**src/rtl/fetch_stage_f2.sv**
```systemverilog
// Pipelined instruction-fetch stage: PC register, async imem read, registered IF/ID bundle
// with backpressure, redirect/flush and halt. Define FETCH_PERF_EN for fetch/stall counters.
module fetch_stage_f2 #(
  parameter logic [31:0] RESET_PC  = 32'h0000_0000,
  parameter logic [31:0] HALT_WORD = 32'hFFFF_FFFF
) (
  input  logic        clk,
  input  logic        rst,
  output logic [31:0] imem_addr,
  input  logic [31:0] imem_data,
  input  logic        redirect,
  input  logic [31:0] redirect_pc,
  input  logic        id_ready,
  output logic        id_valid,
  output logic [31:0] id_instr,
  output logic [31:0] id_pc4,
  output logic        halted
`ifdef FETCH_PERF_EN
  ,
  output logic [31:0] fetch_count,
  output logic [31:0] stall_count
`endif
);

  typedef enum logic [1:0] {S_BOOT, S_FETCH, S_HALT} state_e;

  state_e      state_q;
  logic [31:0] pc_q, instr_q, pc4_q;
  logic        valid_q, halted_q;

  logic [31:0] pc_plus4, redir_pc_d;
  logic        adv, is_halt, load_en, stall_ev;
  logic        unused_redir_lo;

  // PC is word aligned; the low redirect bits carry no information.
  assign redir_pc_d      = {redirect_pc[31:2], 2'b00};
  assign unused_redir_lo = ^redirect_pc[1:0];

  assign pc_plus4 = pc_q + 32'd4;
  assign adv      = !valid_q || id_ready;
  assign is_halt  = (imem_data == HALT_WORD);
  assign load_en  = (state_q == S_FETCH) && !redirect && adv && !is_halt;
  assign stall_ev = (state_q == S_FETCH) && !redirect && !adv;

  always_ff @(posedge clk) begin
    if (rst) begin
      state_q  <= S_BOOT;
      pc_q     <= {RESET_PC[31:2], 2'b00};
      valid_q  <= 1'b0;
      instr_q  <= 32'h0;
      pc4_q    <= 32'h0;
      halted_q <= 1'b0;
    end else begin
      case (state_q)
        S_BOOT: begin
          if (redirect) pc_q <= redir_pc_d;
          state_q <= S_FETCH;
        end
        S_FETCH: begin
          // Redirect wins over stall; the flushed bundle keeps its payload but drops valid.
          if (redirect) begin
            pc_q    <= redir_pc_d;
            valid_q <= 1'b0;
          end else if (adv) begin
            if (is_halt) begin
              valid_q  <= 1'b0;
              halted_q <= 1'b1;
              state_q  <= S_HALT;
            end else begin
              instr_q <= imem_data;
              pc4_q   <= pc_plus4;
              pc_q    <= pc_plus4;
              valid_q <= 1'b1;
            end
          end
        end
        S_HALT: begin
          if (redirect) begin
            pc_q     <= redir_pc_d;
            halted_q <= 1'b0;
            state_q  <= S_FETCH;
          end
        end
        default: state_q <= S_BOOT;
      endcase
    end
  end

  assign imem_addr = pc_q;
  assign id_valid  = valid_q;
  assign id_instr  = instr_q;
  assign id_pc4    = pc4_q;
  assign halted    = halted_q;

`ifdef FETCH_PERF_EN
  logic [31:0] fetch_cnt_q, stall_cnt_q;

  always_ff @(posedge clk) begin
    if (rst) begin
      fetch_cnt_q <= 32'h0;
      stall_cnt_q <= 32'h0;
    end else begin
      if (load_en)  fetch_cnt_q <= fetch_cnt_q + 32'd1;
      if (stall_ev) stall_cnt_q <= stall_cnt_q + 32'd1;
    end
  end

  assign fetch_count = fetch_cnt_q;
  assign stall_count = stall_cnt_q;
`else
  logic unused_perf;
  assign unused_perf = load_en ^ stall_ev;
`endif

endmodule

```
**config.mk**
```make
export PLATFORM = sky130hd
export DESIGN_NAME = fetch_stage_f2
export DESIGN_NICKNAME = d
export VERILOG_FILES = /design/src/rtl/fetch_stage_f2.sv
export SDC_FILE = /design/constraint.sdc
export NUM_CORES = 1
export LEC_CHECK = 0
export ABC_AREA = 1
export BUFFER_PORTS_ARGS = -buffer_cell sky130_fd_sc_hd__buf_2
export CORE_MARGIN = 5
export CORE_UTILIZATION = 41
export DETAILED_ROUTE_END_ITERATION = 7
export PLACE_DENSITY_LB_ADDON = 0.15
export SYNTH_ARGS = -nofsm -noshare
export SYNTH_HDL_FRONTEND = slang
export SYNTH_SLANG_ARGS = --single-unit
```
**constraint.sdc**
```tcl
create_clock -name clk -period 1.7 [get_ports clk]
set_input_delay 0.085 -clock clk [delete_from_list [all_inputs] [get_ports clk]]
set_output_delay 0.085 -clock clk [all_outputs]
set_load 0.02 [all_outputs]
```
# After elaboration in Yosys (flattened, before gate mapping)
# Index checks and enable logic that the tools add are counted.
# word_totals
ff_bits	100
output_inout_bits	98
# op_classes
n_addsub	1
eq_ne	10
mux	18
bitwise_logic	2
reduce_logical	12
# op_table
op	n
$mux W32	4
$pmux W32 S2	1
$add A32 B3 Y32 const B	1
$eq A32 B32 Y1 const B	1
$reduce_and A4 Y1	3
$mux W2	4
$ne A2 B2 Y1 const B	4
$mux W1	7
$ne A3 B3 Y1 const B	2
$pmux W2 S3	1
$reduce_bool A2 Y1	3
$reduce_and A5 Y1	1
$eq A2 B1 Y1 const B	1
$eq A2 B2 Y1 const B	1
$logic_not A2 Y1	1
$ne A2 B1 Y1 const B	1
$not A1 Y1	2
$pmux W1 S2	1
$reduce_and A2 Y1	1
$reduce_or A2 Y1	1
$logic_not A1 Y1	1
$logic_or A1 B1 Y1	1

# Logic depth before layout (Yosys ltp)
# Gate-level depths: netlist of run 1.
# depth
word_depth	5
depth_mapped	11
mapped_depth_nobuf	11

# Least setup slack after synthesis of run 1
# OpenSTA, ideal clock, no wires.
# synth_timing
path_type	register to register
start	reg pc_q[2] (netlist: imem_addr[2])
end	reg pc4_q[28] (netlist: id_pc4[28])
setup_ns	0.116
arrival_ns	1.530
t_required_ns	1.584
slack_ns	0.054
stages_incl_launch_ff	11
path_cell_list	dfxtp_1 ha_1 nand3_2 inv_1 nand2_1 nor2_1 nand2_1 o21ai_0 nand2_1 nor2_1 nor2_1
# synth_via
elab_chain_len	1
# synth_lines
item	line	source
start: declaration	28	logic [31:0] pc_q, instr_q, pc4_q;
start signal: assignment	48	pc_q <= {RESET_PC[31:2], 2'b00};
start signal: assignment	56	if (redirect) pc_q <= redir_pc_d;
start signal: assignment	62	pc_q <= redir_pc_d;
$add A32 B3 Y32	39	assign pc_plus4 = pc_q + 32'd4;
end signal: assignment	71	pc4_q <= pc_plus4;
end: declaration	28	
# No other way between the ends.
# A chain may end at the register's enable or synchronous reset.

# Worst setup path in the final report of run 1
# layout_timing
start	reg pc_q[2] (netlist: imem_addr[2])
end	reg pc_q[31] (netlist: imem_addr[31])
# layout_via
elab_chain_len	5
# layout_lines
item	line	source
$add A32 B3 Y32	39	
$mux W32	65	if (is_halt) begin
$mux W32	64	end else if (adv) begin
$mux W32	61	if (redirect) begin
$pmux W32 S2	54	case (state_q)
# No other way between the ends. The select of a mux whose other input is x is not followed.

==> results.toml, run 1 <==
[worst_setup_path]
worst-setup-path-type = "reg2reg"
end_kind = "flop"
critical_path.max_stage_delay_ns = 0.34
crit_top_cell = "nand2_2"
cp-start-kind = "flop"
crit_fanout = 5
arrival_ns = 1.88
crit_slowest_cell = "dfxtp_1"
path_cells = "buf_4 -> nand3_1 -> inv_2 -> nand2_2 -> nor2_2 -> nand2_2 -> xor2_1 -> nand2_1 -> a21oi_1"
cp.required_ns = 1.98

[power_and_ir_drop]
pwr-share-comb = 0.248
clkPwrFrac = 0.330
leakage_nw = 3.053
power_density_mw_per_mm2 = 949.2
vdd_drop_max_v = 0.0005906
p_int_mw = 4.190
swShare = 0.3227
p_switching_mw = 1.996
p_seq_frac = 0.421

[yosys]
ys_seq_area_frac = 0.3978
ys_ff_latch = 96
syn-mean-instance-area_sq_um = 6.441
synth_cells = 750
synth-async-reset-ratio = 0
synth_edf_count = 0
netlist_area_sq_mm = 0.004831
synth_ff_type = "dfxtp_1"
synth_top_area_frac = 0.3978
synth_cell_types = 33
synth_top_cells_by_count = "274 x nand2_1, 105 x nor2_1, 96 x dfxtp_1"
synth_most_common_cell = "nand2_1"
yosysWarnings = 0
synth.area.top_cells = "dfxtp_1 40%, nand2_1 21%, nor2_1 8.2%"
synth_top_cell_by_area = "dfxtp_1"

[finish]
postLayoutCoreUtil = 0.5684
areaGrowthSynthToFinish_pct = 34.91
fin_nets = 1012
drive_above_1_share = 0.2482
antennaDiodeCount = 0
final_cells = 1090
fillers = 1137
stdcell_area_sq_mm = 0.006518

[clock_tree]
clock_path_buffers = 2
clk_pin_slew_ns = 0.07
cts_sinks = 96
cts_tree = "done"
clk_latency_ns = 0.34
cts-root-buf = "clkbuf_16"
htreeDepth = 3
numCtsBuffers = 9

[timing]
setup_tns_ns = 0
rsz0062_at_grt = "true"
min_period_over_period = 0.9424
period_needed_ns = 1.602
worst_pin_slew_ns = 0.6667
setup_viol = 0
clock.fmax_ghz = 0.6242
finClkSkew_ns = 0.006672
slew_viol_final = 0
timing.final.ws_setup_ns = 0.09793
max_slew_margin = 0.5555
hold_viol = 0

[grt]
antenna_found_initial = 0
grt.total_usage = 0.2083
gr-total-overflow = 0
grt_pass1_vias = 4940
grt_max_degree = 61
grt_pass1_wl_microns = 24380

[place]
dp.final_hpwl_microns = 10870
gp_congestion = 0.8872
dp_cells = 1042
pre_cts_ws_ns = 0.05496
io_buffers = 159
placed_area_sq_mm = 0.005802

[drt]
drtAntennaViolNets = 0
wl_per_cell_microns = 13.86
firstDrtPassIters = 5
drtIter0Drc = 334
route.vias.total = 5370
routed_wirelength_microns = 15110
drc = 0
vias_per_cell = 4.927

[worst_hold_path]
hold_path_class = "in2reg"

[floorplan]
initial_core_util = 0.4213
num_rows = 39
dieArea_sq_mm = 0.01405
die_w_microns = 118.5
core_area_sq_mm = 0.01147
die_y_microns = 118.5
ios = 166

[run_status]
status = "complete, no violations"

[run]
cap_violations = 0
[power by group through the flow]
stage	logic (mW)	registers, mW	clock network [mW]
detailed placement	1.45	2.65	0
floorplan	0.714	2.87	0
global route	1.70	2.63	2.19
finish	1.54	2.61	2.04
CTS	1.51	2.60	2.11
global placement	1.43	2.64	0
[what timing repair did]
item                       4_1_cts  5_1_grt
gates resized for setup          0       42
buffers inserted                 0        1
setup endpoints to repair        0       86
hold buffers                    32        0
hold endpoints to repair        32        0
[per-layer routing]
layer  share of wire  GRT usage  vias to the layer above
met3           0.058    0.04489                       28
met2            0.46     0.3301                      157
li1                -          -                     2742
met1            0.47     0.2798                     2443
met4           0.021    0.07512                        0
met5               0          0                        -
[path summary, 6_finish.rpt]
| kind | slack (ns) | startpoint | endpoint | cells after the start |
|---|---|---|---|---|
| max | 0.1 | imem_addr[2]$_SDFFE_PP0P_ | imem_addr[31]$_SDFFE_PP0P_ | 9 |
| min reg2reg | 0.45 | halted$_SDFFE_PP0P_ | halted$_SDFFE_PP0P_ | 2 |
| max reg2reg | 0.1 | imem_addr[2]$_SDFFE_PP0P_ | imem_addr[31]$_SDFFE_PP0P_ | 9 |
| min | 0.05 | id_ready | id_valid$_SDFFE_PP0P_ | 4 |
[logic make-up after synthesis]
family,after synthesis,share of synthesized area
adders and majority gates,1,0.002590
buffers and inverters,82,0.08029
AOI/OAI and AO/OA,110,0.1171
muxes,1,0.002072
other,1,0.0007763
DFF,96,0.3978
and+or+nand+nor,444,0.3722
xor gates and xnor gates,15,0.02719
[cell usage in the layout (no fill, tap or decap), types with 4 or more instances in the layout]
cell type	instances
dfxtp_2	4
buf_4	23
o21ai_1	14
inv_2	4
nand3_1	37
conb_1	4
a21boi_0	5
o21ai_0	16
buf_2	159
dlygate4sd3_1	32
clkbuf_16	9
nand4_1	4
nand2_2	7
nor2_1	99
a21oi_1	74
nand2_1	269
inv_1	37
xnor2_1	4
dfxtp_1	92
or2_1	5
nor2_2	9
xor2_1	10
[final cells by class]
type / count / area, sq um / area share
well taps: 143 / 178.9 / 0.02745
clock inverters: 5 / 57.56 / 0.008831
clock buffers: 10 / 239.0 / 0.03667
flip-flops and latches: 96 / 1927 / 0.2956
repair buffers: 218 / 1364 / 0.2093
inverters: 43 / 163.9 / 0.02515
multi-input cells: 575 / 2587 / 0.3970
[registers in the layout, indices dropped and copies added (netlist names)]
name,count
id_valid,1
id_pc4,30
state_q,2
imem_addr,30
id_instr,32
halted,1
[critical path, delay by kind of cell, from the launching register on]
kind	cells	cell delay, ns
AOI/OAI and AO/OA	1	0.14
buffers and inverters	2	0.27
and+or+nand+nor	5	0.58
DFF	1	0.34
xor gates and xnor gates	1	0.20
[through the flow]
step | hold slack, ns | power [mW]
2_1_floorplan | 0.2279 | 3.583
3_3_place_gp | 0.3462 | 4.072
3_5_place_dp | 0.3526 | 4.098
4_1_cts | 0.03852 | 6.218
5_1_grt | 0.07909 | 6.525
6_report | 0.05471 | 6.187
(Power assumes the default switching activity.)
==> inputs of run 2 (changes only) <==
REMOVE_ABC_BUFFERS = 1   (was unset)
==> results.toml, run 2 (synthesized netlist as in run 1, its figures left out) <==
[drt]
wl_per_cell_microns = 14.33
route.vias.total = 5324
drc = 0
drtIter0Drc = 325
routed_wirelength_microns = 15510
drtAntennaViolNets = 0
vias_per_cell = 4.921
firstDrtPassIters = 5

[worst_hold_path]
whs_path_depth = 3
hold_path_class = "in2reg"

[worst_setup_path]
worst-setup-path-type = "reg2reg"
reg2reg_depth = 9
cp-start-kind = "flop"
cp.required_ns = 1.98
crit_fanout = 5
end_kind = "flop"
arrival_ns = 1.83

[finish]
areaGrowthSynthToFinish_pct = 33.80
fillers = 1173
fin_nets = 1003
drive_above_1_share = 0.2513
layout_common_cells = "272 x nand2_1, 159 x buf_2, 98 x nor2_1"
largest_reg_flops = 32
final_cells = 1082
layout_commonest_cell = "nand2_1"
antennaDiodeCount = 0

[grt]
antenna_found_initial = 0
grt.total_usage = 0.2152
grt_pass1_wl_microns = 25270
grt_max_degree = 61
grt_pass1_vias = 5336
gr-total-overflow = 0

[run_status]
status = "complete, no violations"

[place]
dp.final_hpwl_microns = 10830
dp_cells = 1040
gp_congestion = 0.8935
io_buffers = 159

[timing]
setup_viol = 0
min_period_over_period = 0.9120
period_needed_ns = 1.550
slew_viol_final = 0
hold_viol = 0
worst_pin_slew_ns = 0.6867
clock.fmax_ghz = 0.6450
max_slew_margin = 0.5422
rsz0062_at_grt = "false"
holdWs_ns = 0.01367
finClkSkew_ns = 0.004435

[clock_tree]
htreeDepth = 3
cts-root-buf = "clkbuf_16"
numCtsBuffers = 9
cts_sinks = 96
cts_tree = "done"
clock_path_buffers = 2
clk_pin_slew_ns = 0.07
clk_latency_ns = 0.35

[floorplan]
core_area_sq_mm = 0.01147
dieArea_sq_mm = 0.01405
die_y_microns = 118.5
ios = 166
die_w_microns = 118.5
num_rows = 39
initial_core_util = 0.4213

[power_and_ir_drop]
power_density_mw_per_mm2 = 946.6
leakage_nw = 3.033
vdd_drop_max_v = 0.0006594

[run]
cap_violations = 0
==> run 2: per-stage QoR <==
step / TNS, ns / setup slack, ns / total power [mW] / cell area [sq um] / utilization
after floorplan: -63.08 / -0.8177 / 3.485 / 4617 / -
after global placement: 0 / 0.1195 / 4.077 / 5812 / 0.5068
after detailed placement: 0 / 0.06320 / 4.109 / 5812 / 0.5068
after CTS: 0 / 0.002270 / 6.129 / 6336 / 0.5525
after global routing: 0 / 0.0001643 / 6.460 / 6464 / 0.5637
final: 0 / 0.1497 / 6.119 / 6464 / 0.5637
==> run 2: critical path: stages (launching register included) <==
cell	delay, ns
dfxtp_2	0.35
buf_4	0.14
nand3_1	0.11
inv_2	0.11
nand2_1	0.14
nor2_2	0.16
nand2_1	0.09
xor2_1	0.17
nand2_1	0.07
a21oi_1	0.14
==> run 2: where the power goes <==
part           switching (mW)  internal, mW
combinational           0.967         0.574
sequential              0.169          2.45
clock                   0.894          1.07
==> run 2: worst paths after layout <==
check / start / endpoint / slack [ns]
max: imem_addr[2]$_SDFFE_PP0P_ / imem_addr[31]$_SDFFE_PP0P_ / 0.15
min: imem_data[22] / id_instr[22]$_SDFFE_PP0P_ / 0.01
max reg2reg: imem_addr[2]$_SDFFE_PP0P_ / imem_addr[31]$_SDFFE_PP0P_ / 0.15
min reg2reg: id_pc4[2]$_SDFFE_PP0P_ / id_pc4[2]$_SDFFE_PP0P_ / 0.46
==> run 2: metal layers <==
layer | track usage | wire (microns) | vias to the layer above
met5 | 0 | 0 | -
met4 | 0.08363 | 341 | 0
met3 | 0.04441 | 1047 | 23
met2 | 0.3752 | 7437 | 176
met1 | 0.2590 | 6679 | 2407
li1 | - | - | 2718
==> run 2: cell type report <==
cell class	count	area, sq um	share of cell area
Tap cell	143	178.9	0.02768
Clock buffer	11	252.7	0.03910
Timing Repair Buffer	209	1303	0.2015
Inverter	43	168.9	0.02613
Clock inverter	5	31.28	0.004839
Sequential cell	96	1929	0.2985
Multi-Input combinational cell	575	2600	0.4022
==> run 2: what timing repair did <==
| action | 4_1_cts | 5_1_grt |
|---|---|---|
| setup buffers | 0 | 1 |
| endpoints found under the hold margin | 24 | 0 |
| hold buffers | 24 | 0 |
| setup endpoints to repair | 0 | 75 |
| gates resized for setup | 0 | 33 |
==> inputs of run 3 (changes only) <==
CORE_MARGIN = 1   (was 5)
==> results.toml, run 3 (synthesized netlist as in run 1, its figures left out) <==
[clock_tree]
cts_sinks = 96
cts-root-buf = "clkbuf_16"
htreeDepth = 3
clk_latency_ns = 0.34
cts_tree = "done"
clk_pin_slew_ns = 0.07
cts_setup_buffers = 0
numCtsBuffers = 9
clock_path_buffers = 2

[place]
io_buffers = 159
dp.final_hpwl_microns = 10290
dp_cells = 1041
placed_area_sq_mm = 0.005794
gp_congestion = 0.8889

[timing]
clock.fmax_ghz = 0.6190
holdWs_ns = 0.005149
worst_pin_slew_ns = 0.6775
rsz0062_at_grt = "true"
max_slew_margin = 0.5483
period_needed_ns = 1.615
hold_viol = 0
slew_viol_final = 0
setup_viol = 0
finClkSkew_ns = 0.008233
min_period_over_period = 0.9503

[power_and_ir_drop]
p_seq_frac = 0.429
clkPwrFrac = 0.329
p_switching_mw = 1.991
p_int_mw = 4.103
swShare = 0.3268
vdd_drop_max_v = 0.0004794
power_density_mw_per_mm2 = 976.0
p_total_mw = 6.094
leakage_nw = 2.950
pwr-share-comb = 0.242

[finish]
fin_nets = 987
layout_common_cells = "271 x nand2_1, 159 x buf_2, 100 x nor2_1"
stdcell_area_sq_mm = 0.006243
postLayoutCoreUtil = 0.5445
areaGrowthSynthToFinish_pct = 29.24
fillers = 1153
largest_reg_flops = 32
layout_commonest_cell = "nand2_1"
drive_above_1_share = 0.2484
antennaDiodeCount = 0
final_cells = 1065

[grt]
grt_max_degree = 61
antenna_found_initial = 0
gr-total-overflow = 0
grt.total_usage = 0.2333
grt_pass1_vias = 4911
grt_pass1_wl_microns = 23460

[drt]
routed_wirelength_microns = 14100
drtIter0Drc = 323
wl_per_cell_microns = 13.24
drtAntennaViolNets = 0
drc = 0
route.vias.total = 5219
vias_per_cell = 4.900
firstDrtPassIters = 4

[worst_setup_path]
crit_fanout = 4
worst-setup-path-type = "reg2reg"
end_kind = "flop"
arrival_ns = 1.85
cp.required_ns = 1.94
cp-start-kind = "flop"

[run]
cap_violations = 0

[floorplan]
core_area_sq_mm = 0.01147
num_rows = 39
ios = 166
dieArea_sq_mm = 0.01222
die_w_microns = 110.5
initial_core_util = 0.4213
die_y_microns = 110.5

[run_status]
status = "complete, no violations"

[worst_hold_path]
hold_path_class = "in2reg"
[run 3: cell types whose count changed in the layout (fill, tap and decap cells not counted), sizes merged]
cell         delta
bufinv          +1
clkbuf          -3
clkinv          -1
dlygate4sd3    -15
inv             +1
[run 3: routing by layer]
layer,vias up,track usage,part of all wire
met3,12,0.04446,0.062
met5,-,0,0
met4,0,0.05689,0.011
li1,2693,-,-
met2,162,0.4025,0.47
met1,2352,0.2989,0.45
[run 3: path summary, 6_finish.rpt]
path	cells past startpoint	endpoint	slack (ns)	start
min reg2reg	2	id_instr[22]$_SDFFE_PP0P_	0.46	id_instr[22]$_SDFFE_PP0P_
max	10	imem_addr[20]$_SDFFE_PP0P_	0.08	imem_addr[3]$_SDFFE_PP0P_
min	3	id_instr[1]$_SDFFE_PP0P_	0.005	imem_data[1]
max reg2reg	10	imem_addr[20]$_SDFFE_PP0P_	0.08	imem_addr[3]$_SDFFE_PP0P_
[run 3: area by class of cell]
class	count	area, sq um	share of cell area
Tap cell	143	178.9	0.02866
Sequential cell	96	1926	0.3084
Clock buffer	9	225.2	0.03607
Timing Repair Buffer	193	1109	0.1776
Multi-Input combinational cell	575	2580	0.4132
Clock inverter	6	61.31	0.009820
Inverter	43	163.9	0.02625
[run 3: power by group through the flow]
stage	Combinational, mW	Clock [mW]	Sequential [mW]
final	1.47	2.01	2.61
after global routing	1.63	2.15	2.64
after floorplan	0.616	0	2.87
after detailed placement	1.44	0	2.66
after global placement	1.41	0	2.65
after CTS	1.46	2.05	2.61
[run 3: critical path, stage by stage, from the launching register on]
cell and delay, ns:
dfxtp_1 0.36, ha_2 0.22, nand3_2 0.15, inv_2 0.12, nand3b_1 0.17, nor2_4 0.17, nand2_1 0.08, nand3_1 0.09
nand3_1 0.06, nand2_1 0.06, nor2_1 0.04
[run 3: repair_timing]
action,CTS,global route
endpoints found under the hold margin,9,0
hold buffers,9,0
endpoints found under the setup margin,0,77
resized for setup,0,30
[run 3: stage by stage]
| step | worst slack (ns) | TNS, ns |
|---|---|---|
| 6_report | 0.08454 | 0 |
| 5_1_grt | -0.04152 | -0.2052 |
| 4_1_cts | 0.04665 | 0 |
| 3_5_place_dp | 0.06305 | 0 |
| 3_3_place_gp | 0.1147 | 0 |
| 2_1_floorplan | -0.8177 | -63.08 |
